File: config.mk
export PLATFORM = sky130hd
export DESIGN_NAME = shift_arbiter_flat
export DESIGN_NICKNAME = d
export VERILOG_FILES = /design/src/rtl/shift_arbiter_if.sv /design/src/rtl/shift_arbiter.sv /design/src/flat_wrapper.sv
export SDC_FILE = /design/constraint.sdc
export NUM_CORES = 1
export LEC_CHECK = 0
export ABC_AREA = 1
export CAP_MARGIN = 25
export CORE_UTILIZATION = 51
export DETAILED_ROUTE_END_ITERATION = 6
export PLACE_DENSITY = 0.92
export SETUP_SLACK_MARGIN = 0.4
export SYNTH_ARGS = -nofsm -noshare
export SYNTH_HDL_FRONTEND = slang
export SYNTH_SLANG_ARGS = --single-unit
File: constraint.sdc
create_clock -name clk -period 2.35 [get_ports clk]
set_input_delay 0.3525 -clock clk [delete_from_list [all_inputs] [get_ports clk]]
set_output_delay 0.3525 -clock clk [all_outputs]
set_load 0.02 [all_outputs]
File: src/rtl/shift_arbiter_if.sv
// Requester-side bundle for shift_arbiter: operation handshake plus held response.
// The requester drives the master modport; the arbiter uses the slave modport.
interface shift_arbiter_if;
    logic        valid;
    logic        ready;
    logic [31:0] a;
    logic [4:0]  shamt;
    logic [1:0]  op;
    logic        rsp_valid;
    logic        rsp_ready;
    logic [31:0] rsp_data;

    modport master (
        output valid, a, shamt, op, rsp_ready,
        input  ready, rsp_valid, rsp_data
    );

    modport slave (
        input  valid, a, shamt, op, rsp_ready,
        output ready, rsp_valid, rsp_data
    );
endinterface

File: src/rtl/shift_arbiter.sv
// Two-requester arbiter in front of a single 32-bit shifter.
// Right shifts reuse the left shifter by reversing the operand and the result.
// One operation in flight: IDLE (arbitrate/capture) -> EXEC (compute) -> RESP (hold result).
// Build option: define SHIFT_ARITH_EN to make op 10 an arithmetic right shift;
// without it op 10 is a logical right shift and no sign-fill logic exists.
module shift_arbiter #(
    parameter bit RR_EN_P = 1'b1
) (
    input  logic            clk,
    input  logic            reset_n,
    shift_arbiter_if.slave  r0,
    shift_arbiter_if.slave  r1,
    output logic            busy
);

    typedef enum logic [1:0] {StIdle, StExec, StResp} state_e;

    localparam logic [1:0] OpSll = 2'b00;
    localparam logic [1:0] OpSrl = 2'b01;
    localparam logic [1:0] OpSra = 2'b10;

    state_e      state_q, state_d;
    logic        owner_q, owner_d;
    logic        last_grant_q, last_grant_d;
    logic [31:0] a_q, a_d;
    logic [4:0]  shamt_q, shamt_d;
    logic [1:0]  op_q, op_d;
    logic [31:0] result_q, result_d;

    logic        any_valid;
    logic        grant;
    logic        accept;
    logic        rsp_hs;
    logic [31:0] shift_res;

    function automatic logic [31:0] bit_rev(input logic [31:0] x);
        logic [31:0] r;
        for (int i = 0; i < 32; i++) begin
            r[i] = x[31-i];
        end
        return r;
    endfunction

    // Arbitration: round-robin flips away from the last winner when both request.
    always_comb begin
        any_valid = r0.valid | r1.valid;
        if (RR_EN_P) begin
            if (r0.valid && r1.valid) begin
                grant = ~last_grant_q;
            end else begin
                grant = r1.valid;
            end
        end else begin
            grant = ~r0.valid;
        end
        accept = (state_q == StIdle) && any_valid;
        rsp_hs = (state_q == StResp) && (owner_q ? r1.rsp_ready : r0.rsp_ready);
    end

    // State register.
    always_ff @(posedge clk or negedge reset_n) begin
        if (!reset_n) begin
            state_q <= StIdle;
        end else begin
            state_q <= state_d;
        end
    end

    // Next-state logic.
    always_comb begin
        state_d = state_q;
        unique case (state_q)
            StIdle:  if (accept) state_d = StExec;
            StExec:  state_d = StResp;
            StResp:  if (rsp_hs) state_d = StIdle;
            default: state_d = StIdle;
        endcase
    end

    // Shared shifter; right shifts go through bit reversal on both sides.
    always_comb begin
        logic        right;
        logic [31:0] sh_in;
        logic [31:0] sh_out;
`ifdef SHIFT_ARITH_EN
        logic [31:0] fill;
`endif
        right  = (op_q != OpSll);
        sh_in  = right ? bit_rev(a_q) : a_q;
        sh_out = sh_in << shamt_q;
`ifdef SHIFT_ARITH_EN
        // Ones in the top shamt bits, used only for a negative arithmetic shift.
        fill = (op_q == OpSra && a_q[31]) ? bit_rev(~(32'hFFFF_FFFF << shamt_q)) : 32'h0;
`endif
        unique case (op_q)
            OpSll:   shift_res = sh_out;
            OpSrl:   shift_res = bit_rev(sh_out);
`ifdef SHIFT_ARITH_EN
            OpSra:   shift_res = bit_rev(sh_out) | fill;
`else
            OpSra:   shift_res = bit_rev(sh_out);
`endif
            default: shift_res = 32'h0;
        endcase
    end

    // Operand capture on accept, result capture in EXEC.
    always_comb begin
        owner_d      = owner_q;
        last_grant_d = last_grant_q;
        a_d          = a_q;
        shamt_d      = shamt_q;
        op_d         = op_q;
        result_d     = result_q;
        if (accept) begin
            owner_d      = grant;
            last_grant_d = grant;
            a_d          = grant ? r1.a     : r0.a;
            shamt_d      = grant ? r1.shamt : r0.shamt;
            op_d         = grant ? r1.op    : r0.op;
        end
        if (state_q == StExec) begin
            result_d = shift_res;
        end
    end

    // Datapath registers; last_grant resets to 1 so requester 0 wins first.
    always_ff @(posedge clk or negedge reset_n) begin
        if (!reset_n) begin
            owner_q      <= 1'b0;
            last_grant_q <= 1'b1;
            a_q          <= 32'h0;
            shamt_q      <= 5'h0;
            op_q         <= 2'b00;
            result_q     <= 32'h0;
        end else begin
            owner_q      <= owner_d;
            last_grant_q <= last_grant_d;
            a_q          <= a_d;
            shamt_q      <= shamt_d;
            op_q         <= op_d;
            result_q     <= result_d;
        end
    end

    // Outputs: ready only to the granted requester, response only to the owner.
    always_comb begin
        logic rsp0;
        logic rsp1;
        rsp0         = (state_q == StResp) && !owner_q;
        rsp1         = (state_q == StResp) && owner_q;
        r0.ready     = accept && !grant;
        r1.ready     = accept && grant;
        r0.rsp_valid = rsp0;
        r1.rsp_valid = rsp1;
        r0.rsp_data  = rsp0 ? result_q : 32'h0;
        r1.rsp_data  = rsp1 ? result_q : 32'h0;
        busy         = (state_q != StIdle);
    end

endmodule

File: src/flat_wrapper.sv
// flat-port wrapper written by rule: the top's interface ports become plain ports
module shift_arbiter_flat 
#(
    parameter bit RR_EN_P = 1'b1
)
  (clk, reset_n, busy, r0_valid, r0_a, r0_shamt, r0_op, r0_rsp_ready, r0_ready, r0_rsp_valid, r0_rsp_data, r1_valid, r1_a, r1_shamt, r1_op, r1_rsp_ready, r1_ready, r1_rsp_valid, r1_rsp_data);
  shift_arbiter_if r0_i ();
  shift_arbiter_if r1_i ();
  input  logic clk;
  input  logic reset_n;
  output logic busy;
  input wire logic [$bits(r0_i.valid)-1:0] r0_valid;
  input wire logic [$bits(r0_i.a)-1:0] r0_a;
  input wire logic [$bits(r0_i.shamt)-1:0] r0_shamt;
  input wire logic [$bits(r0_i.op)-1:0] r0_op;
  input wire logic [$bits(r0_i.rsp_ready)-1:0] r0_rsp_ready;
  output wire logic [$bits(r0_i.ready)-1:0] r0_ready;
  output wire logic [$bits(r0_i.rsp_valid)-1:0] r0_rsp_valid;
  output wire logic [$bits(r0_i.rsp_data)-1:0] r0_rsp_data;
  input wire logic [$bits(r1_i.valid)-1:0] r1_valid;
  input wire logic [$bits(r1_i.a)-1:0] r1_a;
  input wire logic [$bits(r1_i.shamt)-1:0] r1_shamt;
  input wire logic [$bits(r1_i.op)-1:0] r1_op;
  input wire logic [$bits(r1_i.rsp_ready)-1:0] r1_rsp_ready;
  output wire logic [$bits(r1_i.ready)-1:0] r1_ready;
  output wire logic [$bits(r1_i.rsp_valid)-1:0] r1_rsp_valid;
  output wire logic [$bits(r1_i.rsp_data)-1:0] r1_rsp_data;
  assign r0_i.valid = r0_valid;
  assign r0_i.a = r0_a;
  assign r0_i.shamt = r0_shamt;
  assign r0_i.op = r0_op;
  assign r0_i.rsp_ready = r0_rsp_ready;
  assign r0_ready = r0_i.ready;
  assign r0_rsp_valid = r0_i.rsp_valid;
  assign r0_rsp_data = r0_i.rsp_data;
  assign r1_i.valid = r1_valid;
  assign r1_i.a = r1_a;
  assign r1_i.shamt = r1_shamt;
  assign r1_i.op = r1_op;
  assign r1_i.rsp_ready = r1_rsp_ready;
  assign r1_ready = r1_i.ready;
  assign r1_rsp_valid = r1_i.rsp_valid;
  assign r1_rsp_data = r1_i.rsp_data;
  shift_arbiter #(.RR_EN_P(RR_EN_P)) u_core (.clk(clk), .reset_n(reset_n), .r0(r0_i), .r1(r1_i), .busy(busy));
endmodule
==> results of run 1 <==
-- state kept, by name, summed over array words and instances (netlist names) --
signal and count:
u_core.a_q 32, u_core.last_grant_q 1, u_core.op_q 2, u_core.owner_q 1, u_core.result_q 32, u_core.shamt_q 5
u_core.state_q 2
-- area by class of cell --
type,instances,area share
flip-flops and latches,75,0.2177
inverters,52,0.02582
multi-input cells,788,0.5192
well taps,143,0.02074
repair buffers,184,0.1823
clock inverters,4,0.005656
clock buffers,12,0.02857
-- through the flow --
step	instance area [um2]	worst slack (ns)	instances	util	hold WS, ns
5_1_grt	8627	0.09901	1258	0.7428	0.06379
2_1_floorplan	6160	0.5320	984	-	0.05691
4_1_cts	8031	0.3513	1257	0.6916	0.04250
3_5_place_dp	7710	0.1584	1231	0.6639	0.3995
6_report	8627	0.2317	1258	0.7428	0.02380
3_3_place_gp	7710	0.1574	1231	0.6639	0.3938
-- power breakdown --
part | internal (uW) | switching, uW | total, uW | leakage [uW]
logic | 3720 | 7370 | 11100 | 0.00315
clock network | 852 | 553 | 1410 | 0.000147
registers | 1870 | 520 | 2390 | 0.000945
-- how the worst min path moves through the flow --
stage | startpoint | end | slack [ns] | cells past startpoint
global route | reset_n | u_core.result_q[1] | 0.06 | 2
detailed placement | reset_n | u_core.result_q[31] | 0.40 | 2
global placement | reset_n | u_core.result_q[31] | 0.39 | 2
CTS | reset_n | u_core.result_q[31] | 0.04 | 2
floorplan | reset_n | u_core.a_q[0] | 0.06 | 0
finish | reset_n | u_core.result_q[31] | 0.02 | 2
-- timing repair --
item	CTS	global route
pin swaps	15	33
gates resized for setup	318	133
cloned	1	0
buffers inserted	9	1
setup endpoints to repair	100	95
-- routing by layer --
metal	vias up	GRT usage	share of wire	wire length, um
met1	3462	0.4218	0.38	8210
met4	0	0.1577	0.053	1154
met3	142	0.04573	0.090	1964
met5	-	0	0	0
li1	3506	-	-	-
met2	509	0.5499	0.48	10410
-- cells in the final DEF (no fill, tap or decap), types with 18 or more instances in the layout --
master / n
buf_4: 33
nand3_1: 190
inv_1: 42
nand3_4: 19
nand2_1: 321
nand2_2: 27
nand3_2: 116
nor2_1: 61
clkdlybuf4s50_1: 82
dfrtp_1: 74
nand4_1: 18
buf_2: 54
-- logic make-up after synthesis --
family	after synthesis	share of synthesized area
AND/OR/NAND/NOR	772	0.5799
buffers and inverters	121	0.09506
flip-flops	75	0.3049
AO/OA/AOI/OAI	13	0.01401
adder cells (fa/ha/maj)	3	0.006094
==> qor.csv, run 1 <==
stage;metric;value;unit
run_status;status;finished with violations;
run_status;violated checks;design-rule violations;
timing;Setup Skew;0.008558;ns
logic_synthesis;most common cell in the netlist;nand2_1;
global_route;largest net degree at the start of global routing;76;
global_route;initial antenna violation count;0;
clock_network;Worst-Skew Late Latency;0.35;ns
route;Wirelength per Cell;17.28;um
logic_synthesis;Mapped Area;6160;um2
timing;fmax;0.4721;GHz
logic_synthesis;Mapped Nets;1071;
floorplan;IO Count;153;
timing;fin crit period;2.118;ns
floorplan;die span in x;111.9;um
place;GPL Wtd Cong;0.9544;
clock_network;Worst-path clk slew;0.06;ns
final_layout;fin nets;1197;
min_path;Worst Hold Class;in2async;
clock_network;Sink Count;75;
timing;normalized max-slew margin;0.6297;
floorplan;core area;11610;um2
route;ANT nets after route;0;
route;Remaining DRCs;5;
logic_synthesis;Synth top cells by count;nand2_1 (344), nand3_1 (289), dfrtp_1 (74), nor2_1 (70), inv_1 (45);
route;router iterations before antenna repair;7;
timing;fin crit share;0.9014;
final_layout;ANT cells;0;
clock_network;CTS buffer count;9;
final_layout;Fillers;898;
critical_path;critical path arrival;2.40;ns
power_and_ir_drop;PD cells;1725;nW/um2
final_layout;register area;1878;um2
timing;Pins Over Slew Limit;0;
floorplan;die area;12520;um2
clock_network;Root Driver;clkbuf_16;
critical_path;CP startpoint;u_core.op_q[0];
logic_synthesis;Post-synth ARST share;1.000;
logic_synthesis;syn_area_per_cell;6.260;um2
critical_path;FF-to-FF path depth;13;
critical_path;r2r setup slk;0.23;ns
power_and_ir_drop;P_leak;0.004242;uW
place;port bufs;152;
place;Detail Placement HPWL;13.68;mm
clock_network;Clock Tree Buf Depth;2;
route;Detailed Route WL;21.74;mm
floorplan;die height;111.9;um
route;vias;7619;
clock_network;hold-fix buffers at CTS;0;
clock_network;H-tree Lvls;3;
floorplan;starting density of the core;0.5304;
logic_synthesis;Synth area leaders;dfrtp_1 (30%), nand3_1 (23%), nand2_1 (21%);
critical_path;critical path launch point type;register;
critical_path;Worst R2R Start;u_core.op_q[0];
logic_synthesis;largest area contributor in the synthesized netlist;dfrtp_1;
run;Max-Cap Viols;0;
critical_path;critical path's top delay family;simple AND/OR/NAND/NOR gates;
power_and_ir_drop;Tot Pwr;14880;uW
critical_path;CP Buf/Inv Count;2;
final_layout;ratio of cells with drive above 1 in the final layout;0.2762;
route;vias per cell;6.056;
timing;worst-margin pin slew;0.5554;ns
timing;Final Setup Violations;0;
critical_path;Critical Path Stages;13;
logic_synthesis;Post-synth EDFFs;0;
global_route;vias in the first global route;7078;
critical_path;Critical Path End Type;register;
logic_synthesis;ys flop type;dfrtp_1;
logic_synthesis;sequential area share after synthesis;0.3049;
power_and_ir_drop;Max VDD drop;1.076;mV
critical_path;CP required;2.64;ns
critical_path;worst setup path end;u_core.result_q[26];
timing;Setup Total Neg Slack;0;ns
critical_path;Worst path max stage delay;0.39;ns
critical_path;Setup Crit Path Kind;reg2reg;
global_route;global-route wire length before repair;33.38;mm
critical_path;worst-path fanout max;12;
floorplan;# rows;39;
logic_synthesis;Yosys warnings;0;
critical_path;R2R Path End;u_core.result_q[26];
timing;Final Hold Vio Count;0;
logic_synthesis;Cell variety after synth;30;
global_route;All-Layer GR Usage;0.3298;
global_route;global route overflow;0;
final_layout;P&R area growth vs syn;40.06;%
route;DRT iter0 DRCs;1185;
clock_network;clock tree from TritonCTS;built;
final_layout;Multi-input gate area;4479;um2
timing;RSZ-0062 raised after global routing;true;
logic_synthesis;Yosys top cell area share;0.3006;
critical_path;Slowest cell on crit path;dfrtp_1;
logic_synthesis;#FFs+latches synth;75;
critical_path;CP cell instances;inv_2 -> ha_4 -> buf_8 -> nand2_1 -> nand3_1 -> nand3_2 -> nand3_2 -> nand3_2 -> nand3_2 -> nand3_1 -> nand2_1 -> nand2_1 -> nand2_1;
logic_synthesis;Synth Instances;984;
Power figures use the tool's default switching activity.
==> inputs of run 2 (changes only) <==
- PLACE_DENSITY: 0.92 -> 0.9
- REMOVE_ABC_BUFFERS: not set -> 1
==> run 2 against run 1 <==
  * Register-to-register slack got worse by 0.29 ns
  * Die area is the same
  * Clock-buffer cell count rose by 1
  * The flow finishes with violations (design-rule violations, negative hold slack, negative setup slack)
  * Critical path type unchanged
==> qor.csv, run 2 (same netlist as run 1, synthesis figures left out) <==
stage;metric;value;unit
critical_path;Worst path max stage delay;0.41;ns
route;router iterations before antenna repair;7;
route;DRT iter0 DRCs;1528;
floorplan;die height;111.9;um
floorplan;core area;11610;um2
min_path;Worst Hold Class;in2async;
power_and_ir_drop;Max VDD drop;1.228;mV
place;Place WS;0.1996;ns
critical_path;critical path's top delay family;simple AND/OR/NAND/NOR gates;
timing;Setup Skew;0.01426;ns
clock_network;Root Driver;clkbuf_16;
place;port bufs;152;
floorplan;starting density of the core;0.5304;
critical_path;Setup Crit Path Kind;reg2reg;
critical_path;CP cell instances;inv_2 -> ha_4 -> buf_12 -> clkbuf_16 -> nand2_2 -> nand3_2 -> nand3_2 -> nand3_2 -> and2_4 -> nand2_2 -> nand2_2 -> nand3_2 -> nand2_1 -> nand2_1 -> nand2_1;
clock_network;hold-fix buffers at CTS;0;
final_layout;Post-Layout Inst Area;9229;um2
clock_network;CTS buffer count;9;
critical_path;CP required;2.64;ns
final_layout;Top Registers;u_core.a_q: 32 flops, u_core.result_q: 32 flops, u_core.shamt_q: 5 flops;
final_layout;Multi-input gate area;4641;um2
route;vias per cell;6.633;
power_and_ir_drop;PD cells;1747;nW/um2
place;area post-placement;7677;um2
final_layout;P&R area growth vs syn;49.83;%
global_route;global route overflow;0;
run_status;violated checks;design-rule violations, negative hold slack, negative setup slack;
timing;Final Setup Violations;3;
clock_network;H-tree Lvls;3;
critical_path;critical path arrival;2.69;ns
timing;Pins Over Slew Limit;0;
clock_network;Sink Count;75;
critical_path;CP Buf/Inv Count;3;
final_layout;commonest cells after routing, fill and taps aside;nand2_1 (316), nand3_1 (207), nand3_2 (102);
global_route;largest net degree at the start of global routing;45;
final_layout;most common cell after layout, fill and taps aside;nand2_1;
route;Detailed Route WL;26.77;mm
run;Max-Cap Viols;0;
final_layout;Fillers;714;
route;Remaining DRCs;17;
global_route;All-Layer GR Usage;0.3156;
place;Detail Placement HPWL;12.99;mm
final_layout;ANT cells;0;
timing;fin crit share;1.024;
critical_path;most frequent cell on the critical path;nand3_2;
clock_network;Worst-path clk slew;0.07;ns
clock_network;Worst-Skew Late Latency;0.36;ns
floorplan;die area;12520;um2
final_layout;register area;1881;um2
route;ANT nets after route;0;
floorplan;IO Count;153;
timing;worst-margin pin slew;0.9407;ns
timing;setup ws final;-0.05535;ns
critical_path;worst-path fanout max;6;
timing;Final Hold Vio Count;6;
critical_path;critical path launch point type;register;
final_layout;fin nets;1216;
critical_path;Slowest cell on crit path;dfrtp_1;
place;GPL Wtd Cong;0.9873;
global_route;global-route wire length before repair;32.17;mm
timing;fin crit period;2.405;ns
route;Wirelength per Cell;20.96;um
final_layout;ratio of cells with drive above 1 in the final layout;0.3175;
floorplan;die span in x;111.9;um
timing;fmax;0.4157;GHz
floorplan;# rows;39;
power_and_ir_drop;P_leak;0.004351;uW
timing;RSZ-0062 raised after global routing;true;
run_status;status;finished with violations;
clock_network;Clock Tree Buf Depth;2;
clock_network;clock tree from TritonCTS;built;
timing;normalized max-slew margin;0.3719;
route;vias;8470;
global_route;initial antenna violation count;0;
critical_path;Critical Path End Type;register;
global_route;vias in the first global route;6929;
timing;Setup Total Neg Slack;-0.07260;ns
timing;WHS;-0.005220;ns
[run 2: layout make-up]
| class | count | share of cell area |
|---|---|---|
| repair buffers | 203 | 0.2168 |
| flip-flops and latches | 75 | 0.2038 |
| inverters | 52 | 0.02562 |
| clock buffers | 13 | 0.02928 |
| well taps | 143 | 0.01939 |
| multi-input cells | 788 | 0.5028 |
| clock inverters | 3 | 0.002305 |
[run 2: metal layers]
| layer | global-route usage | share of wire |
|---|---|---|
| met5 | 0 | 0 |
| met3 | 0.08002 | 0.14 |
| met1 | 0.3816 | 0.33 |
| met2 | 0.5342 | 0.44 |
| met4 | 0.1315 | 0.084 |
[run 2: worst reg2reg max path: cells and delay by family (launching register included)]
family	cells	cell delay (ns)
fa+ha+maj	1	0.20
simple gates	11	1.34
buf+inv	3	0.39
flops	1	0.41
[run 2: path summary, 6_finish.rpt]
path / from / end / slack, ns / cells after the start
hold / removal: reset_n / u_core.result_q[8] / -0.005 / 1
hold reg to reg: u_core.result_q[18] / u_core.result_q[18] / 0.48 / 2
min in group clk: u_core.result_q[18] / u_core.result_q[18] / 0.48 / 2
setup reg to reg: u_core.op_q[1] / u_core.result_q[22] / -0.06 / 15
setup / recovery: u_core.op_q[1] / u_core.result_q[22] / -0.06 / 15
max in group asynchronous: reset_n / u_core.a_q[18] / 1.57 / 2
[run 2: what timing repair did]
action / 4_1_cts / 5_1_grt
gates cloned: 0 / 7
setup buffers: 7 / 15
setup endpoints to repair: 101 / 98
gates resized for setup: 286 / 301
pin swaps: 19 / 46
[run 2: metrics by stage]
stage,hold slack [ns],total power (uW),std cells,util
final,-0.005220,16120,1277,0.7947
after global routing,0.03676,16890,1277,0.7947
after CTS,0.002892,12840,1255,0.7077
after detailed placement,0.3666,10870,1232,0.6611
after global placement,0.3646,10700,1232,0.6611
after floorplan,0.05691,8349,915,-
[run 2: report_power, final]
part	internal (uW)	total, uW	switching [uW]
logic	4020	12200	8210
registers	1870	2490	627
clock network	803	1400	595
total	6690	16100	9430
==> inputs of run 3 (changes only) <==
- CORE_ASPECT_RATIO: not set -> 1.75
- CTS_CLUSTER_SIZE: not set -> 16
==> run 3 against run 2 <==
  * Via count fell by 13%
  * Total power fell by 10%
  * First-iteration DRC count fell by 56%
  * Highest routed layer unchanged
  * The run ends with design-rule violations left
==> qor.csv, run 3 (same netlist as run 1, synthesis figures left out) <==
stage;metric;value;unit
run_status;status;finished with violations;
run_status;violated checks;design-rule violations;
timing;fin crit period;2.104;ns
timing;Setup Skew;0.01112;ns
floorplan;IO Count;153;
clock_network;CTS buffer count;9;
run;Max-Cap Viols;0;
critical_path;Worst path max stage delay;0.38;ns
critical_path;Setup Crit Path Kind;reg2reg;
floorplan;die area;12540;um2
final_layout;ANT cells;0;
critical_path;critical path arrival;2.40;ns
critical_path;CP required;2.64;ns
floorplan;core area;11650;um2
final_layout;Fillers;879;
clock_network;clock tree from TritonCTS;built;
timing;Setup Total Neg Slack;0;ns
final_layout;Post-Layout Cell Count;1254;
global_route;All-Layer GR Usage;0.3079;
global_route;vias in the first global route;6729;
timing;worst-margin pin slew;0.5198;ns
clock_network;Worst-path clk slew;0.07;ns
timing;fin crit share;0.8953;
route;router iterations before antenna repair;7;
critical_path;critical path's top delay family;simple AND/OR/NAND/NOR gates;
final_layout;commonest cells after routing, fill and taps aside;nand2_1 (329), nand3_1 (195), nand3_2 (123);
final_layout;P&R area growth vs syn;40.14;%
final_layout;ratio of cells with drive above 1 in the final layout;0.2690;
place;Detail Placement HPWL;13.78;mm
clock_network;H-tree Lvls;3;
floorplan;die height;147.4;um
critical_path;CP cell instances;inv_2 -> ha_4 -> inv_8 -> nand2_2 -> a21oi_4 -> nand2_1 -> nand3_1 -> and2_4 -> nand2_1 -> nand2_1 -> nand3_1 -> nand2_1 -> nand2_1 -> nand2_1;
global_route;largest net degree at the start of global routing;76;
min_path;Worst Hold Class;in2async;
critical_path;Critical Path End Type;register;
final_layout;fin nets;1201;
final_layout;Post-Layout Inst Area;8632;um2
route;DRT iter0 DRCs;669;
clock_network;Worst-Skew Late Latency;0.35;ns
clock_network;Clock Tree Buf Depth;2;
timing;RSZ-0062 raised after global routing;true;
global_route;initial antenna violation count;0;
place;port bufs;152;
route;Remaining DRCs;7;
timing;Final Hold Vio Count;0;
place;GPL Wtd Cong;0.9137;
critical_path;Slowest cell on crit path;dfrtp_1;
power_and_ir_drop;P_leak;0.004266;uW
clock_network;Root Driver;clkbuf_16;
timing;Pins Over Slew Limit;0;
route;Wirelength per Cell;16.91;um
power_and_ir_drop;Max VDD drop;1.261;mV
route;Detailed Route WL;21.21;mm
timing;fmax;0.4753;GHz
final_layout;most common cell after layout, fill and taps aside;nand2_1;
critical_path;most frequent cell on the critical path;nand2_1;
place;area post-placement;7755;um2
floorplan;# rows;52;
power_and_ir_drop;PD cells;1681;nW/um2
critical_path;CP Buf/Inv Count;2;
route;vias;7407;
route;vias per cell;5.907;
clock_network;Sink Count;75;
critical_path;critical path launch point type;register;
final_layout;Top Registers;u_core.a_q: 32 flops, u_core.result_q: 32 flops, u_core.shamt_q: 5 flops;
place;Post-Place Cells;1229;
global_route;global route overflow;0;
global_route;global-route wire length before repair;31.28;mm
route;ANT nets after route;0;
floorplan;die span in x;85.08;um
timing;normalized max-slew margin;0.6530;
timing;Final Setup Violations;0;
floorplan;starting density of the core;0.5289;
critical_path;worst-path fanout max;16;
==> run 3: report_power, final <==
part           internal, uW  total [uW]  switching, uW
Combinational          3630       10600           6970
Sequential             1870        2390            524
Clock                   958        1520            558
Total                  6460       14500           8050
==> run 3: path summary, 6_finish.rpt <==
| check | to | start | slack [ns] | cells after the start |
|---|---|---|---|---|
| setup reg to reg | u_core.result_q[9] | u_core.op_q[1] | 0.25 | 14 |
| min in group clk | u_core.result_q[27] | u_core.result_q[27] | 0.48 | 2 |
| hold reg to reg | u_core.result_q[27] | u_core.result_q[27] | 0.48 | 2 |
| max in group asynchronous | u_core.shamt_q[0] | reset_n | 1.97 | 2 |
| setup / recovery | u_core.result_q[9] | u_core.op_q[1] | 0.25 | 14 |
| hold / removal | u_core.a_q[17] | reset_n | 0.01 | 2 |
==> run 3: timing repair <==
item	4_1_cts	5_1_grt
resized for setup	242	198
setup buffers	4	2
endpoints found under the setup margin	100	97
gates cloned	0	3
pin swaps	0	26
hold buffers	0	0
==> run 3: through the flow <==
| stage | hold slack, ns | util | total power (uW) | setup WS (ns) |
|---|---|---|---|---|
| final | 0.01024 | 0.7412 | 14510 | 0.2460 |
| after global routing | 0.06401 | 0.7412 | 15540 | 0.1210 |
| after CTS | 0.05010 | 0.7050 | 12810 | 0.3602 |
| after detailed placement | 0.4125 | 0.6659 | 11030 | 0.06783 |
| after global placement | 0.4053 | 0.6659 | 10890 | 0.07936 |
| after floorplan | 0.05691 | - | 8349 | -0.8636 |
==> run 3: cell type report <==
cell class / count / area [um2] / share of cell area
clock inverter: 6 / 88.84 / 0.01029
clock buffer: 10 / 239.0 / 0.02769
sequential: 75 / 1879 / 0.2177
tap: 135 / 168.9 / 0.01957
inverter: 52 / 220.2 / 0.02551
timing repair buffer: 187 / 1649 / 0.1910
multi-input combinational: 788 / 4378 / 0.5072
timing repair inverter: 1 / 8.758 / 0.001015
==> run 3: metal layers <==
layer | up-vias | global-route usage | part of all wire
li1 | 3512 | - | -
met3 | 115 | 0.03853 | 0.054
met5 | - | 0 | 0
met1 | 3429 | 0.3536 | 0.36
met2 | 351 | 0.5520 | 0.52
met4 | 0 | 0.1593 | 0.064
